`config.mk`:
```
export PLATFORM = sky130hd
export DESIGN_NAME = ram_frame_reader
export DESIGN_NICKNAME = d
export VERILOG_FILES = /design/src/rtl/ram_frame_reader_pkg.sv /design/src/rtl/ram_frame_fifo.sv /design/src/rtl/ram_frame_fifo_chk.sv /design/src/rtl/ram_frame_reader.sv
export SDC_FILE = /design/constraint.sdc
export NUM_CORES = 1
export LEC_CHECK = 0
export CORE_ASPECT_RATIO = 0.6
export CORE_MARGIN = 2
export CORE_UTILIZATION = 41
export CTS_CLUSTER_SIZE = 10
export DETAILED_ROUTE_END_ITERATION = 6
export PLACE_DENSITY = 0.72
export SLEW_MARGIN = 20
export SYNTH_ARGS = -nofsm -noshare
export SYNTH_HDL_FRONTEND = slang
export SYNTH_SLANG_ARGS = --single-unit
```
`constraint.sdc`:
```
create_clock -name i_clk -period 10.3 [get_ports i_clk]
set_input_delay 1.545 -clock i_clk [delete_from_list [all_inputs] [get_ports i_clk]]
set_output_delay 1.545 -clock i_clk [all_outputs]
set_load 0.03 [all_outputs]
```
`src/rtl/ram_frame_reader_pkg.sv`:
```
// Shared types and constants for the frame RAM port-B reader.
// Holds the address/data/length widths, the sequencer state enum and the output FIFO entry type.
package ram_frame_pkg;

    localparam int ADDR_W = 15;
    localparam int DATA_W = 8;
    localparam int LEN_W  = 16;

    localparam logic [LEN_W-1:0] LEN_MAX = 16'h8000;

    typedef enum logic [1:0] {
        ST_IDLE  = 2'd0,
        ST_RUN   = 2'd1,
        ST_DRAIN = 2'd2,
        ST_FIN   = 2'd3
    } state_t;

    typedef struct packed {
        logic              last;
        logic [DATA_W-1:0] data;
    } fifo_entry_t;

    function automatic logic [LEN_W-1:0] clamp_len(input logic [LEN_W-1:0] len);
        return (len > LEN_MAX) ? LEN_MAX : len;
    endfunction

endpackage

```
`src/rtl/ram_frame_fifo.sv`:
```
// Synchronous FIFO for the frame reader output stream, with occupancy count and flush.
// Head entry is presented directly from storage; flush has priority over push and pop.
module ram_frame_fifo
    import ram_frame_pkg::*;
#(
    parameter int DEPTH = 4
)(
    input  logic                       i_clk,
    input  logic                       i_rst_n,
    input  logic                       i_flush,
    input  logic                       i_push,
    input  fifo_entry_t                i_wdata,
    input  logic                       i_pop,
    output fifo_entry_t                o_rdata,
    output logic                       o_empty,
    output logic                       o_full,
    output logic [$clog2(DEPTH+1)-1:0] o_cnt
);

    localparam int PTR_W = (DEPTH > 1) ? $clog2(DEPTH) : 1;
    localparam int CNT_W = $clog2(DEPTH + 1);

    fifo_entry_t      r_mem [DEPTH];
    logic [PTR_W-1:0] r_wr_ptr;
    logic [PTR_W-1:0] r_rd_ptr;
    logic [CNT_W-1:0] r_cnt;
    logic             w_do_push;
    logic             w_do_pop;

    function automatic logic [PTR_W-1:0] ptr_inc(input logic [PTR_W-1:0] p);
        return (p == PTR_W'(DEPTH - 1)) ? '0 : p + PTR_W'(1);
    endfunction

    assign w_do_push = i_push && !i_flush && !o_full;
    assign w_do_pop  = i_pop && !i_flush && !o_empty;

    // Pointer and occupancy tracking
    always_ff @(posedge i_clk or negedge i_rst_n) begin
        if (!i_rst_n) begin
            r_wr_ptr <= '0;
            r_rd_ptr <= '0;
            r_cnt    <= '0;
        end else if (i_flush) begin
            r_wr_ptr <= '0;
            r_rd_ptr <= '0;
            r_cnt    <= '0;
        end else begin
            if (w_do_push) r_wr_ptr <= ptr_inc(r_wr_ptr);
            if (w_do_pop)  r_rd_ptr <= ptr_inc(r_rd_ptr);
            case ({w_do_push, w_do_pop})
                2'b10:   r_cnt <= r_cnt + CNT_W'(1);
                2'b01:   r_cnt <= r_cnt - CNT_W'(1);
                default: r_cnt <= r_cnt;
            endcase
        end
    end

    // Entry storage
    always_ff @(posedge i_clk or negedge i_rst_n) begin
        if (!i_rst_n) begin
            for (int i = 0; i < DEPTH; i++) r_mem[i] <= '0;
        end else if (w_do_push) begin
            r_mem[r_wr_ptr] <= i_wdata;
        end
    end

    assign o_rdata = r_mem[r_rd_ptr];
    assign o_empty = (r_cnt == '0);
    assign o_full  = (r_cnt == CNT_W'(DEPTH));
    assign o_cnt   = r_cnt;

    ram_frame_fifo_chk u_chk (
        .i_clk   (i_clk),
        .i_rst_n (i_rst_n),
        .i_push  (i_push),
        .i_flush (i_flush),
        .i_full  (o_full)
    );

endmodule

```
`src/rtl/ram_frame_fifo_chk.sv`:
```
// Simulation-only checker for the reader output FIFO.
// Flags any push that arrives while the FIFO is full and not being flushed.
module ram_frame_fifo_chk (
    input logic i_clk,
    input logic i_rst_n,
    input logic i_push,
    input logic i_flush,
    input logic i_full
);

    a_no_push_when_full : assert property (@(posedge i_clk) disable iff (!i_rst_n)
        !(i_push && !i_flush && i_full));

endmodule

```
`src/rtl/ram_frame_reader.sv`:
```
// Port-B read sequencer: streams LEN bytes from BASE_ADDR of the frame RAM as a valid/ready stream.
// Optional RAM_FRAME_READER_CSUM_EN adds o_csum, the modulo-256 sum of bytes transferred this frame.
module ram_frame_reader
    import ram_frame_pkg::*;
#(
    parameter int RD_LAT     = 2,
    parameter int FIFO_DEPTH = 4
)(
    input  logic              i_clk,
    input  logic              i_rst_n,
    input  logic              i_start,
    input  logic [ADDR_W-1:0] i_base_addr,
    input  logic [LEN_W-1:0]  i_len,
    input  logic              i_abort,
    output logic [ADDR_W-1:0] o_ram_addr,
    output logic              o_ram_wen,
    input  logic [DATA_W-1:0] i_ram_dout,
    output logic [DATA_W-1:0] o_dout,
    output logic              o_dout_vld,
    output logic              o_dout_last,
    input  logic              i_dout_rdy,
    output logic              o_busy,
`ifdef RAM_FRAME_READER_CSUM_EN
    output logic              o_done,
    output logic [DATA_W-1:0] o_csum
`else
    output logic              o_done
`endif
);

    localparam int CNT_W = $clog2(FIFO_DEPTH + 1);
    localparam int INF_W = $clog2(RD_LAT + 2);
    localparam int SUM_W = $clog2(FIFO_DEPTH + RD_LAT + 3);

    if (FIFO_DEPTH < RD_LAT + 2) begin : g_depth_chk
        $error("ram_frame_reader: FIFO_DEPTH must be >= RD_LAT+2");
    end

    state_t            r_state;
    logic [ADDR_W-1:0] r_ram_addr;
    logic [ADDR_W-1:0] r_cur_addr;
    logic [LEN_W-1:0]  r_rem;
    logic              r_busy;
    logic              r_done;
    logic [RD_LAT:0]   r_tag_vld;
    logic [RD_LAT:0]   r_tag_last;

    logic [CNT_W-1:0]  w_fifo_cnt;
    logic [INF_W-1:0]  w_inflight;
    logic [SUM_W-1:0]  w_used;
    logic              w_credit_ok;
    logic              w_empty;
    logic              w_full;
    logic              w_pop;
    logic              w_flush;
    logic              w_accept;
    logic              w_issue;
    logic [LEN_W-1:0]  w_len_c;
    fifo_entry_t       w_head;
    fifo_entry_t       w_wdata;

    assign w_len_c  = clamp_len(i_len);
    assign w_pop    = !w_empty && i_dout_rdy;
    assign w_accept = (r_state == ST_IDLE) && i_start && !i_abort;
    assign w_flush  = i_abort && ((r_state == ST_RUN) || (r_state == ST_DRAIN));
    assign w_issue  = (r_state == ST_RUN) && !i_abort && w_credit_ok && (r_rem != '0);
    assign w_wdata  = '{last: r_tag_last[RD_LAT], data: i_ram_dout};

    // Credit check: the entry leaving this cycle frees its slot, keeping 1 byte/cycle with a 4-deep FIFO
    always_comb begin
        w_inflight = '0;
        for (int i = 0; i <= RD_LAT; i++) begin
            w_inflight = w_inflight + INF_W'(r_tag_vld[i]);
        end
        w_used      = SUM_W'(w_fifo_cnt) + SUM_W'(w_inflight);
        w_credit_ok = (w_used < (SUM_W'(FIFO_DEPTH) + SUM_W'(w_pop)));
    end

    ram_frame_fifo #(
        .DEPTH (FIFO_DEPTH)
    ) u_fifo (
        .i_clk   (i_clk),
        .i_rst_n (i_rst_n),
        .i_flush (w_flush),
        .i_push  (r_tag_vld[RD_LAT]),
        .i_wdata (w_wdata),
        .i_pop   (w_pop),
        .o_rdata (w_head),
        .o_empty (w_empty),
        .o_full  (w_full),
        .o_cnt   (w_fifo_cnt)
    );

    // Sequencer FSM, read address generation and in-flight tag pipeline
    always_ff @(posedge i_clk or negedge i_rst_n) begin
        if (!i_rst_n) begin
            r_state    <= ST_IDLE;
            r_ram_addr <= '0;
            r_cur_addr <= '0;
            r_rem      <= '0;
            r_busy     <= 1'b0;
            r_done     <= 1'b0;
            r_tag_vld  <= '0;
            r_tag_last <= '0;
        end else begin
            r_done     <= 1'b0;
            r_tag_vld  <= {r_tag_vld[RD_LAT-1:0], 1'b0};
            r_tag_last <= {r_tag_last[RD_LAT-1:0], 1'b0};
            case (r_state)
                ST_IDLE: begin
                    if (w_accept) begin
                        r_busy <= 1'b1;
                        if (w_len_c == '0) begin
                            r_state <= ST_FIN;
                            r_done  <= 1'b1;
                        end else begin
                            // First read goes out on the accept edge to hit the 4-cycle latency
                            r_ram_addr    <= i_base_addr;
                            r_cur_addr    <= i_base_addr + ADDR_W'(1);
                            r_rem         <= w_len_c - LEN_W'(1);
                            r_tag_vld[0]  <= 1'b1;
                            r_tag_last[0] <= (w_len_c == LEN_W'(1));
                            r_state       <= (w_len_c == LEN_W'(1)) ? ST_DRAIN : ST_RUN;
                        end
                    end
                end
                ST_RUN: begin
                    if (i_abort) begin
                        r_tag_vld <= '0;
                        r_state   <= ST_FIN;
                        r_done    <= 1'b1;
                    end else if (w_issue) begin
                        r_ram_addr    <= r_cur_addr;
                        r_cur_addr    <= r_cur_addr + ADDR_W'(1);
                        r_rem         <= r_rem - LEN_W'(1);
                        r_tag_vld[0]  <= 1'b1;
                        r_tag_last[0] <= (r_rem == LEN_W'(1));
                        if (r_rem == LEN_W'(1)) r_state <= ST_DRAIN;
                    end
                end
                ST_DRAIN: begin
                    if (i_abort) begin
                        r_tag_vld <= '0;
                        r_state   <= ST_FIN;
                        r_done    <= 1'b1;
                    end else if (w_pop && w_head.last) begin
                        r_state <= ST_FIN;
                        r_done  <= 1'b1;
                    end
                end
                ST_FIN: begin
                    r_state <= ST_IDLE;
                    r_busy  <= 1'b0;
                end
                default: begin
                    r_state <= ST_IDLE;
                    r_busy  <= 1'b0;
                end
            endcase
        end
    end

    assign o_ram_addr  = r_ram_addr;
    assign o_ram_wen   = 1'b0;
    assign o_dout      = w_head.data;
    assign o_dout_vld  = !w_empty;
    assign o_dout_last = !w_empty && w_head.last;
    assign o_busy      = r_busy;
    assign o_done      = r_done;

`ifdef RAM_FRAME_READER_CSUM_EN
    logic [DATA_W-1:0] r_csum;

    // Running modulo-256 sum of bytes accepted downstream
    always_ff @(posedge i_clk or negedge i_rst_n) begin
        if (!i_rst_n) begin
            r_csum <= '0;
        end else if (w_accept) begin
            r_csum <= '0;
        end else if (w_pop) begin
            r_csum <= r_csum + w_head.data;
        end
    end

    assign o_csum = r_csum;
`endif

endmodule

```
==> results.sh, run 1 <==
export IMPL_crit_slowest_cell="clkdlybuf4s50_1"
export IMPL_leakage_nw=2.975
export IMPL_final_cell_count_no_fill=871
export IMPL_synthAdderAreaFrac_pct=4.721
export IMPL_dp_cells=854
export IMPL_setup_viol=0
export IMPL_grt_overflow_total=0
export IMPL_syn_to_final_growth_pct=18.93
export IMPL_syn_area_per_cell_um2=9.824
export IMPL_synth_compound_area_share_pct=14.02
export IMPL_synth_cell_types=71
export IMPL_worstPathCellList="clkdlybuf4s50_1, inv_1, nand2_1, ha_1, nand2_1, o31ai_2, buf_4, a211oi_4, buf_4, nand2_1, o221a_2"
export IMPL_outcome="finished, final reports clean"
export IMPL_synth_edf_count=0
export IMPL_cts_max_level=3
export IMPL_post_route_period_util_pct=43.10
export IMPL_io_pins=72
export IMPL_drc=0
export IMPL_synth_top_area_cell="dfrtp_1"
export IMPL_die_w_um=160.7
export IMPL_die_area_um2=15760
export IMPL_hp_class="register to register"
export IMPL_ff2ff_setup_slack_ps=6470
export IMPL_grt_max_degree=76
export IMPL_dpl_hpwl_mm=11.20
export IMPL_place_gp_congestion=0.9180
export IMPL_cts_root_buf="clkbuf_16"
export IMPL_crit_fanout=34
export IMPL_tightest_slew_ps=775.1
export IMPL_rsz0062_at_grt="false"
export IMPL_max_freq_mhz=225.3
export IMPL_synth_main_ff_cell="dfrtp_1"
export IMPL_synthTopCellsByArea="dfrtp_1, mux2_2, nand2_1"
export IMPL_synthMuxAreaShare_pct=13.85
export IMPL_cts_repair_resized=0
export IMPL_ys_seq_area_share_pct=41.00
export IMPL_syn_area_um2=6042
export IMPL_drive_gt1_share_pct=15.60
export IMPL_synth_simple_area_share_pct=19.55
export IMPL_ant_nets=0
export IMPL_cts_made_buffers=9
export IMPL_rows=34
export IMPL_cts_buffer_depth=2
export IMPL_start_kind="input port"
export IMPL_drt_iter0_markers=391
export IMPL_path_common_cell="nand2_1"
export IMPL_via_per_inst=5.776
export IMPL_cp_num_buf_inv=4
export IMPL_slew_headroom_pct=48.32
export IMPL_antenna_cells=0
export IMPL_clkLatencyLatePin_ps=350
export IMPL_ir_drop_mv=0.1094
export IMPL_clkTransAtPathRegs_ps=70
export IMPL_vias=5031
export IMPL_slowest_delay_ps=510
export IMPL_final_hold_viol_count=0
export IMPL_wl_mm=15.41
export IMPL_cts_tree="done"
export IMPL_syn_nets=680
export IMPL_antenna_found_initial=0
export IMPL_postCtsSetupBuffers=0
export IMPL_worstSetupPathType="input port to register"
export IMPL_first_pass_iters=5
export IMPL_start_util_pct=41.77
export IMPL_nets=733
export IMPL_synthArstFlopShare_pct=100.0
export IMPL_power_density_nw_per_um2=298.3
export IMPL_synth_xor_area_share_pct=3.189
export IMPL_yosysWarnings=0
export IMPL_final_common_cell="dfrtp_1"
export IMPL_cts_sinks=99
export IMPL_drv_cap=0
export IMPL_crit_family="buffers and inverters"
export IMPL_slew_violations=0
export IMPL_port_buffers=70
export IMPL_die_h_um=98.03
export IMPL_synth_top_family_by_area="simple AND/OR/NAND/NOR gates"
export IMPL_cp_required_ps=10530
export IMPL_end_kind="register"
export IMPL_synth_seq_cells=99
export IMPL_grt_pass1_vias=4824
export IMPL_core_um2=14460
export IMPL_track_usage_pct=19.94
export IMPL_grt_pass1_wl_mm=25.15
export IMPL_netlist_instances=615
export IMPL_cp_arrival_ps=4670
export IMPL_drt_wirelength_per_cell_um=17.69
export IMPL_clock_skew_final_ps=8.748
export IMPL_hold_buffers=0
export IMPL_synth_top_cell_area_share_pct=41.00
export IMPL_layout_common_cells="dfrtp_1, nand2_1, clkdlybuf4s50_1"
export IMPL_period_needed_ps=4439
export IMPL_tns_ps=0
[synthesized netlist by cell type (2+ instances only)]
master	n
mux4_2	9
nor3_1	18
and2_1	3
a31oi_1	5
nand3b_1	8
fa_1	3
clkbuf_1	19
nor4_1	22
o21ai_0	40
mux2i_1	15
a21oi_1	18
nand2_1	78
a21o_1	3
or4_1	5
buf_4	3
nor2b_1	2
buf_2	9
o21a_1	2
or2_2	8
and3_1	2
o31ai_1	2
and2_0	2
mux2_2	42
xor2_1	7
inv_1	16
nor2_1	45
nand2b_1	3
or2_1	2
a221oi_1	10
a22oi_1	3
buf_1	2
nand4b_1	2
a221o_1	2
nand3_1	16
or3_1	6
dfrtp_1	99
ha_1	18
o221a_2	12
o21bai_1	2
xnor2_1	15
nand4_1	5
o211ai_1	2
a211oi_1	2
[kinds of logic (layout without fill, tap and decap cells)]
kind of cell,count (synthesis),count (layout)
AND/OR/NAND/NOR,235,235
AO/OA/AOI/OAI,120,120
flip-flops,99,99
multiplexers,67,67
buffers and inverters,50,108
XOR/XNOR,22,22
adder cells (fa/ha/maj),21,21
other,1,1
[worst reg2reg max path, delay by kind of cell, from the launching register on]
| family | cells | cell delay [ps] |
|---|---|---|
| AOI/OAI and AO/OA | 2 | 750 |
| xor gates and xnor gates | 1 | 80 |
| buffers and inverters | 2 | 690 |
| and+or+nand+nor | 3 | 960 |
| adders and majority gates | 2 | 460 |
| muxes | 1 | 380 |
| DFF | 1 | 420 |
[final timing paths]
path | to | cells after the start | startpoint
worst max-delay path | r_cur_addr[10] | 11 | i_len[15]
worst min-delay path | r_tag_last[2] | 0 | r_tag_last[1]
worst max register to register | r_cur_addr[14] | 11 | r_state[1]
worst min register to register | r_tag_last[2] | 0 | r_tag_last[1]
max in group asynchronous | u_fifo.r_mem[34] | 3 | i_rst_n
min in group asynchronous | r_cur_addr[1] | 1 | i_rst_n
[final cells by class]
type | instances | area (µm²)
clock buffer | 10 | 239.0
clock inverter | 6 | 47.55
multi-input combinational | 466 | 3358
fill | 1293 | 7278
inverter | 16 | 60.06
sequential | 99 | 2477
tap | 198 | 247.7
timing repair buffer | 76 | 755.7
[routing by layer]
metal	GRT usage, %	vias up	routed length (µm)
met4	3.915	0	142
met1	31.02	2490	7612
li1	-	2356	-
met3	5.523	11	1117
met2	27.62	174	6538
met5	0	-	0
[power by group]
part           leakage (nW)  switching (W)  internal, W  total (W)
logic                  1.58       0.000604     0.000490    0.00109
clock network         0.139       0.000155     0.000173   0.000328
registers              1.25       0.000166     0.000556   0.000722
total                  2.97       0.000925      0.00122    0.00214
[flip-flops by register name, summed over array words and instances (netlist names)]
name / flops
u_fifo.r_rd_ptr: 2
r_state: 2
u_fifo.o_cnt: 3
r_cur_addr: 15
u_fifo.r_mem: 36
r_tag_last: 3
o_busy: 1
o_done: 1
o_ram_addr: 15
r_tag_vld: 3
u_fifo.r_wr_ptr: 2
r_rem: 16
[stage by stage]
stage | util, % | setup slack (ps) | instance area, µm² | total power, W | hold slack, ps
2_1_floorplan | - | 6760 | 6042 | 0.001471 | 331.2
3_3_place_gp | 47.55 | 5520 | 6878 | 0.001756 | 334.1
3_5_place_dp | 47.55 | 5384 | 6878 | 0.001811 | 336.3
4_1_cts | 49.53 | 5750 | 7164 | 0.002143 | 352.0
5_1_grt | 49.68 | 5693 | 7186 | 0.002288 | 356.4
6_report | 49.68 | 5861 | 7186 | 0.002143 | 349.2
Power figures use the tool's default switching activity.
==> run 2: changes to the inputs <==
--- a/config.mk
+++ b/config.mk
@@ -10,7 +10,7 @@
 export CORE_UTILIZATION = 41
 export CTS_CLUSTER_SIZE = 10
 export DETAILED_ROUTE_END_ITERATION = 6
-export PLACE_DENSITY = 0.72
+export PLACE_DENSITY = 0.74
 export SLEW_MARGIN = 20
 export SYNTH_ARGS = -nofsm -noshare
 export SYNTH_HDL_FRONTEND = slang
==> constraint.sdc (replaced) <==
create_clock -name i_clk -period 3.57 [get_ports i_clk]
set_input_delay 0.5355 -clock i_clk [delete_from_list [all_inputs] [get_ports i_clk]]
set_output_delay 0.5355 -clock i_clk [all_outputs]
set_load 0.03 [all_outputs]
==> results.sh, run 2 (synthesis results as in run 1) <==
export IMPL_hp_class="input port to async pin"
export IMPL_crit_slowest_cell="fa_1"
export IMPL_grt_max_degree=48
export IMPL_setup_viol=0
export IMPL_cp_arrival_ps=3540
export IMPL_regMostFlops="u_fifo.r_mem"
export IMPL_first_pass_iters=5
export IMPL_vias=5146
export IMPL_start_util_pct=41.77
export IMPL_leakage_nw=3.043
export IMPL_start_kind="register"
export IMPL_drt_wirelength_per_cell_um=17.73
export IMPL_slew_violations=0
export IMPL_grt_pass1_vias=5094
export IMPL_grt_overflow_total=0
export IMPL_crit_family="adder cells"
export IMPL_cts_repair_resized=0
export IMPL_path_common_cell="fa_1"
export IMPL_drv_cap=0
export IMPL_final_common_cell="dfrtp_1"
export IMPL_cts_buffer_depth=2
export IMPL_drc=0
export IMPL_clock_skew_final_ps=7.751
export IMPL_cts_made_buffers=9
export IMPL_top_regs="u_fifo.r_mem x36, r_rem x16"
export IMPL_antenna_cells=0
export IMPL_core_um2=14460
export IMPL_via_per_inst=5.828
export IMPL_post_route_period_util_pct=93.55
export IMPL_cts_sinks=99
export IMPL_crit_fanout=14
export IMPL_die_h_um=98.03
export IMPL_slowest_delay_ps=520
export IMPL_drive_gt1_share_pct=16.93
export IMPL_finish_utilization_pct=50.40
export IMPL_io_pins=72
export IMPL_ir_drop_mv=0.3054
export IMPL_die_area_um2=15760
export IMPL_outcome="finished, final reports clean"
export IMPL_hold_buffers=0
export IMPL_rows=34
export IMPL_layout_common_cells="dfrtp_1, nand2_1, clkdlybuf4s50_1"
export IMPL_nets=745
export IMPL_cts_root_buf="clkbuf_16"
export IMPL_port_buffers=70
export IMPL_period_needed_ps=3340
export IMPL_end_kind="register"
export IMPL_cp_num_buf_inv=2
export IMPL_clkTransAtPathRegs_ps=80
export IMPL_die_w_um=160.7
export IMPL_grt_pass1_wl_mm=26.18
export IMPL_slew_headroom_pct=50.44
export IMPL_final_hold_viol_count=0
export IMPL_final_cell_count_no_fill=883
export IMPL_tightest_slew_ps=737.1
export IMPL_antenna_found_initial=0
export IMPL_tns_ps=0
export IMPL_cts_tree="done"
export IMPL_rsz0062_at_grt="false"
export IMPL_cts_max_level=3
export IMPL_largest_register_ff_count=36
export IMPL_max_freq_mhz=299.4
export IMPL_place_gp_congestion=0.8921
export IMPL_worstSetupPathType="register to register"
export IMPL_clkLatencyLatePin_ps=350
export IMPL_wl_mm=15.65
export IMPL_ant_nets=0
export IMPL_postCtsSetupBuffers=0
export IMPL_dpl_hpwl_mm=11.58
export IMPL_syn_to_final_growth_pct=20.65
export IMPL_dp_cells=867
export IMPL_cp_required_ps=3770
export IMPL_drt_iter0_markers=462
export IMPL_timing_hold_ws_ps=187.4
export IMPL_worstPathCellList="fa_1, ha_1, inv_1, fa_1, nor3b_1, o21ai_1, buf_4, a211o_1, nor3_1, a221oi_1"
export IMPL_power_density_nw_per_um2=869.2
export IMPL_track_usage_pct=20.75
## run 2: path summary, 6_finish.rpt
kind                                 startpoint            end  slack, ps  cells after the start
worst max-delay path            u_fifo.o_cnt[0]       r_rem[5]        230                     10
worst min-delay path                    i_rst_n  o_ram_addr[0]        190                      1
worst max register to register  u_fifo.o_cnt[0]       r_rem[5]        230                     10
worst min register to register    r_tag_last[1]  r_tag_last[2]        350                      0
max in group asynchronous               i_rst_n         o_busy       2540                      2
min in group i_clk                r_tag_last[1]  r_tag_last[2]        350                      0
## run 2: final cells by class
cell class | instances | area (µm²)
inverter | 16 | 60.06
fill | 1287 | 7174
clock inverter | 7 | 88.84
timing repair buffer | 88 | 833.3
sequential | 99 | 2477
tap | 198 | 247.7
multi-input combinational | 466 | 3357
clock buffer | 9 | 225.2
## run 2: report_power, final
part           switching, W  total [W]  internal [W]
Combinational       0.00177    0.00324       0.00147
Sequential         0.000454    0.00206       0.00160
Clock              0.000478    0.00104      0.000564
Total               0.00270    0.00634       0.00363
## run 2: metal layers
metal | up-vias | share of wire (%) | GRT usage, %
met5 | - | 0 | 0
met4 | 0 | 1.3 | 6.250
met1 | 2544 | 48 | 30.30
met3 | 22 | 6.2 | 3.908
li1 | 2389 | - | -
met2 | 191 | 44 | 31.53
## run 2: through the flow
step | worst slack, ps | total power, W | area (µm²)
floorplan | 30.32 | 0.004245 | 6042
global placement | 400.0 | 0.005127 | 6975
detailed placement | 247.3 | 0.005291 | 6975
CTS | 236.2 | 0.006349 | 7289
global route | 59.68 | 0.006780 | 7289
finish | 230.1 | 0.006336 | 7289
